`src/rtl/led_pkg.sv`:
```
// led_pkg: shared definitions for the LED trail PWM output stage.
//   - chan_state_t : per-channel fade state (OFF, LIT, FADE)
//   - pwm_max()    : full-scale brightness for a given PWM resolution
//   - DEFAULT_*    : default decay timing (10 ms ticks at 50 MHz, 32 per tick)
package led_pkg;

  typedef enum logic [1:0] {
    ST_OFF  = 2'd0,
    ST_LIT  = 2'd1,
    ST_FADE = 2'd2
  } chan_state_t;

  localparam int DEFAULT_PWM_BITS   = 8;
  localparam int DEFAULT_DECAY_DIV  = 500000;
  localparam int DEFAULT_DECAY_STEP = 32;

  // Full-scale brightness; also the PWM period in clock cycles.
  function automatic int pwm_max(input int bits);
    return (1 << bits) - 1;
  endfunction

endpackage

```
`src/rtl/led_fade_channel.sv`:
```
// led_fade_channel: one LED channel of the trail PWM stage.
// Holds the OFF/LIT/FADE state, the brightness register and the PWM
// comparator that produces the registered LED drive bit.
// Ports:
//   clk, rst_n : clock and asynchronous active-low reset
//   led        : registered pattern bit for this channel
//   trail      : 1 = fade out when the pattern bit drops, 0 = hard off
//   tick       : shared decay tick, one cycle wide
//   pwm_cnt    : shared PWM counter
//   pwm_out    : registered PWM drive for this LED
module led_fade_channel
  import led_pkg::*;
#(
  parameter int PWM_BITS   = DEFAULT_PWM_BITS,
  parameter int DECAY_STEP = DEFAULT_DECAY_STEP
) (
  input  logic                clk,
  input  logic                rst_n,
  input  logic                led,
  input  logic                trail,
  input  logic                tick,
  input  logic [PWM_BITS-1:0] pwm_cnt,
  output logic                pwm_out
);

  localparam logic [PWM_BITS-1:0] B_MAX  = PWM_BITS'(pwm_max(PWM_BITS));
  localparam logic [PWM_BITS-1:0] B_STEP = PWM_BITS'(DECAY_STEP);

  chan_state_t         state, state_next;
  logic [PWM_BITS-1:0] b, b_next;

  always_ff @(posedge clk or negedge rst_n) begin
    if (!rst_n) begin
      state   <= ST_OFF;
      b       <= '0;
      pwm_out <= 1'b0;
    end else begin
      state   <= state_next;
      b       <= b_next;
      pwm_out <= (pwm_cnt < b);
    end
  end

  // A lit input always wins, then a hard clear when the trail is disabled,
  // and only then the decay. Decay reaching or crossing zero ends in OFF
  // rather than wrapping.
  always_comb begin
    state_next = state;
    b_next     = b;
    if (led) begin
      state_next = ST_LIT;
      b_next     = B_MAX;
    end else begin
      case (state)
        ST_LIT: begin
          if (trail) begin
            state_next = ST_FADE;
          end else begin
            state_next = ST_OFF;
            b_next     = '0;
          end
        end
        ST_FADE: begin
          if (!trail) begin
            state_next = ST_OFF;
            b_next     = '0;
          end else if (tick) begin
            if (b > B_STEP) begin
              b_next = b - B_STEP;
            end else begin
              b_next     = '0;
              state_next = ST_OFF;
            end
          end
        end
        default: begin
          state_next = ST_OFF;
          b_next     = '0;
        end
      endcase
    end
  end

endmodule

```
`src/rtl/led_trail_pwm.sv`:
```
// led_trail_pwm: PWM output stage behind the dioda_2 running light.
// Each LED follows its pattern bit; when a bit drops with iTRAIL=1 the LED
// fades out in DECAY_STEP decrements, one per decay tick (comet trail).
// Ports:
//   iCLK   : system clock
//   iRST_N : asynchronous active-low reset
//   iLED   : LED pattern from dioda_2 (same clock domain)
//   iTRAIL : 1 = fade trail, 0 = hard on/off
//   oLED   : registered PWM LED drive
//   oFRAME : registered one-cycle pulse at PWM period start
module led_trail_pwm
  import led_pkg::*;
#(
  parameter int N_LED      = 8,
  parameter int PWM_BITS   = DEFAULT_PWM_BITS,
  parameter int DECAY_DIV  = DEFAULT_DECAY_DIV,
  parameter int DECAY_STEP = DEFAULT_DECAY_STEP
) (
  input  logic             iCLK,
  input  logic             iRST_N,
  input  logic [N_LED-1:0] iLED,
  input  logic             iTRAIL,
  output logic [N_LED-1:0] oLED,
  output logic             oFRAME
);

  localparam logic [PWM_BITS-1:0] PWM_LAST = PWM_BITS'(pwm_max(PWM_BITS) - 1);
  localparam int                  PRESC_W  = (DECAY_DIV > 1) ? $clog2(DECAY_DIV) : 1;
  localparam logic [PRESC_W-1:0]  PRESC_LAST = PRESC_W'(DECAY_DIV - 1);

  logic [N_LED-1:0]    led_q;
  logic [PWM_BITS-1:0] pwm_cnt;
  logic [PRESC_W-1:0]  presc;
  logic                tick;

  // The source shares our clock, so a single register is enough.
  always_ff @(posedge iCLK or negedge iRST_N) begin
    if (!iRST_N) begin
      led_q <= '0;
    end else begin
      led_q <= iLED;
    end
  end

  // PWM period is PWM_MAX cycles so that full brightness is solid on.
  always_ff @(posedge iCLK or negedge iRST_N) begin
    if (!iRST_N) begin
      pwm_cnt <= '0;
      oFRAME  <= 1'b0;
    end else begin
      pwm_cnt <= (pwm_cnt == PWM_LAST) ? '0 : pwm_cnt + 1'b1;
      oFRAME  <= (pwm_cnt == '0);
    end
  end

  // Free-running decay prescaler shared by every channel.
  always_ff @(posedge iCLK or negedge iRST_N) begin
    if (!iRST_N) begin
      presc <= '0;
    end else begin
      presc <= (presc == PRESC_LAST) ? '0 : presc + 1'b1;
    end
  end

  assign tick = (presc == PRESC_LAST);

  for (genvar i = 0; i < N_LED; i++) begin : g_chan
    led_fade_channel #(
      .PWM_BITS   (PWM_BITS),
      .DECAY_STEP (DECAY_STEP)
    ) u_chan (
      .clk     (iCLK),
      .rst_n   (iRST_N),
      .led     (led_q[i]),
      .trail   (iTRAIL),
      .tick    (tick),
      .pwm_cnt (pwm_cnt),
      .pwm_out (oLED[i])
    );
  end

endmodule

```
`config.mk`:
```
export PLATFORM = sky130hd
export DESIGN_NAME = led_trail_pwm
export DESIGN_NICKNAME = d
export VERILOG_FILES = /design/src/rtl/led_pkg.sv /design/src/rtl/led_fade_channel.sv /design/src/rtl/led_trail_pwm.sv
export SDC_FILE = /design/constraint.sdc
export NUM_CORES = 1
export LEC_CHECK = 0
export ABC_CLOCK_PERIOD_IN_PS = 7100
export CORE_MARGIN = 4
export CORE_UTILIZATION = 30
export DETAILED_ROUTE_END_ITERATION = 8
export MAX_ROUTING_LAYER = met4
export RECOVER_POWER = 25
export SLEW_MARGIN = 5
export SYNTH_ARGS = -nofsm -noshare
export SYNTH_HDL_FRONTEND = slang
export SYNTH_SLANG_ARGS = --single-unit
```
`constraint.sdc`:
```
create_clock -name iCLK -period 7.1 [get_ports iCLK]
set_clock_uncertainty 0.1 [all_clocks]
set_input_delay 1.775 -clock iCLK [delete_from_list [all_inputs] [get_ports iCLK]]
set_output_delay 1.775 -clock iCLK [all_outputs]
set_load 0.03 [all_outputs]
```
==> flow_summary.ini <==
[status]
status = complete, but fails checks
violations = capacitance limit, slew limit

[synth]
ys_top_cells_by_area = dfrtp_1 41%, ha_1 15%, nor2_1 3.1%
synth_top_cell_area_share_pct = 41.0
synth-edff-count = 0
synth_top_area_cell = dfrtp_1
syn_area_um2 = 5620
synth_cell_type_count = 52
yosysSeqAreaShare_pct = 41.0
synth_area_per_cell_um2 = 9.77
ys_warn_count = 0
synth_cells = 575
async_reset_ff_share_pct = 100
ys_ff_latch = 92
synth.net_count = 654
synthFlopType = dfrtp_1

[die]
ios = 20
fp-row-count = 49
die_x_um = 145
initial_core_util_pct = 30.9
design.die.area_um2 = 21000
core_um2 = 18200
die_y_um = 145

[power_and_ir_drop]
internal_power_mw = 0.912
leakagePower_nw = 2.88
p_seq_share_pct = 47.0
switching_share_pct = 24.9
peakVddDrop_v = 0.000115
fin_total_pwr_mw = 1.21
power.switching_mw = 0.302
pwr-share-comb_pct = 11.2
power_density_nw_per_um2 = 194
clock_power_share_pct = 41.8

[final_layout]
nets = 661
multiInputGateArea_um2 = 3010
regArea_um2 = 2300
final_area_um2 = 6270
layout_common_cells = 92 x dfrtp_1, 68 x ha_1, 46 x nor2_1
final_common_cell = dfrtp_1
diodes = 0
syn_to_final_growth_pct = 11.6
final_layout_size_suffix_gt1_share_pct = 5.12
fillCellCount = 1778

[timing]
setup_tns_ns = 0
finalHoldViolCount = 0
hold_ws_ns = 0.361
post-route-period-util_pct = 51.2
finalMaxSlewViolations = 34
fmax_ghz = 0.275
min_period_ns = 3.64
setup_viol = 0
rsz0062_at_grt = no
worst_pin_slew_ns = 1.81
relSlewSlack_pct = -20.9

[grt]
gr-total-overflow = 0
antenna_found_initial = 0
track_usage_pct = 12.4
grt_max_degree = 61
grt_pass1_vias = 4289
grt_pass1_wl_mm = 20.1

[cts]
post_cts_resized = 0
h-tree-depth = 3
cts_tree = yes
numCtsBuffers = 9
cts-root-buf = clkbuf_16
insertion_delay_ns = 0.35
cts_setup_buffers = 0
cts.path.max_buffers = 2
cts-hold-fix-buffers = 0
cts.sinks = 92
cts.reportedPaths.clkPinSlew_ns = 0.06

[setup_path]
cp_data_required_time_ns = 7.38
setup.worst_path.class = input port to asynchronous set/reset pin
cp_cell_sequence = clkbuf_1 -> buf_4
path_buf_inv = 2
cpMaxStageDelayCell = clkbuf_1
crit_path_start_kind = input port
max_stage_delay_ns = 1.27
critPathArrivalTime_ns = 3.92
path_max_fanout = 60
r2r-end = g_chan[6].u_chan.b[6]$_DFFE_PN0P_
crit_family = buffers and inverters
end_kind = asynchronous set/reset pin
r2r_start = presc[12]$_DFF_PN0_
reg2reg_depth = 6
r2r_slack_ns = 4.05

[routing]
postRouteAntennaNets = 0
wl_per_cell_um = 14.6
drc_errors = 0
routed-via-count = 4257
drtIter0Drc = 205
wirelength_mm = 11.9
vias_per_cell = 5.22
first_pass_iters = 5

[min_path]
hold_class = register to register
hold-path-cell-count = 0
hold_start = led_q[2]$_DFF_PN0_
min_to = g_chan[2].u_chan.state[0]$_DFFE_PN0P_

[job]
max_cap_violations = 1

[placement]
gp_congestion = 0.833
dp_hpwl_mm = 8.22
io_buffer_count = 19
placed_area_um2 = 5970
flip-flops by register name, indices dropped and copies added, names as in the netlist:
name / count
oFRAME: 1
presc: 19
g_chan.u_chan.pwm_out: 8
pwm_cnt: 8
led_q: 8
g_chan.u_chan.b: 32
g_chan.u_chan.state: 16
worst max-delay path by stage:
stage	start	end	slack (ns)	depth (start not counted)
final	iRST_N	g_chan[1].u_chan.b[6]$_DFFE_PN0P_	3.46	2
after global routing	iRST_N	g_chan[0].u_chan.pwm_out$_DFF_PN0_	2.89	2
after CTS	iTRAIL	g_chan[3].u_chan.b[6]$_DFFE_PN0P_	3.67	6
after detailed placement	iTRAIL	g_chan[3].u_chan.b[6]$_DFFE_PN0P_	3.30	6
after global placement	iTRAIL	g_chan[3].u_chan.b[6]$_DFFE_PN0P_	3.34	6
after floorplan	iTRAIL	g_chan[4].u_chan.b[6]$_DFFE_PN0P_	4.05	5
metrics by stage:
step | cells | setup WS, ns | util, %
CTS | 815 | 3.67 | 34.5
floorplan | 575 | 4.05 | -
finish | 815 | 3.46 | 34.4
global route | 815 | 2.89 | 34.4
global placement | 800 | 3.34 | 32.8
detailed placement | 800 | 3.30 | 32.8
layer usage:
metal | up-vias | global-route usage, % | wire [um]
met5 | - | - | 0
met2 | 87 | 20.0 | 5680
li1 | 2081 | - | -
met3 | 22 | 2.04 | 398
met4 | 0 | 5.65 | 263
met1 | 2067 | 15.2 | 5540
kinds of logic (layout without fill, tap and decap cells):
kind of cell / Yosys count / in the layout / synth area share [%]
and+or+nand+nor: 168 / 168 / 15.8
adders and majority gates: 68 / 68 / 15.1
buffers and inverters: 67 / 78 / 5.37
AOI/OAI and AO/OA: 145 / 145 / 16.8
xor gates and xnor gates: 19 / 19 / 2.96
DFF: 92 / 92 / 41.0
muxes: 16 / 16 / 2.96
Yosys cell counts (12+ instances only):
master    number
nand2b_1      22
a211oi_1      12
o21ai_0       33
a21oi_1       27
nor2b_1       12
dfrtp_1       92
a31oi_1       12
ha_1          68
nand2_1       27
nor2_1        46
nand3_1       24
inv_1         41
a21o_1        22
power groups by stage:
stage               Clock (mW)  Sequential [mW]  Combinational, mW
global route             0.543            0.574              0.157
CTS                      0.526            0.570              0.138
finish                   0.508            0.571              0.136
detailed placement           0            0.580              0.137
floorplan                    0            0.574             0.0987
global placement             0            0.579              0.131
final cells by class:
type	instances	share of cell area, %
clock buffers	10	3.65
inverters	41	2.45
well taps	229	4.57
clock inverters	5	1.24
repair buffers	22	3.29
multi-input cells	416	48.1
flip-flops and latches	92	36.7
(Power assumes the default switching activity.)
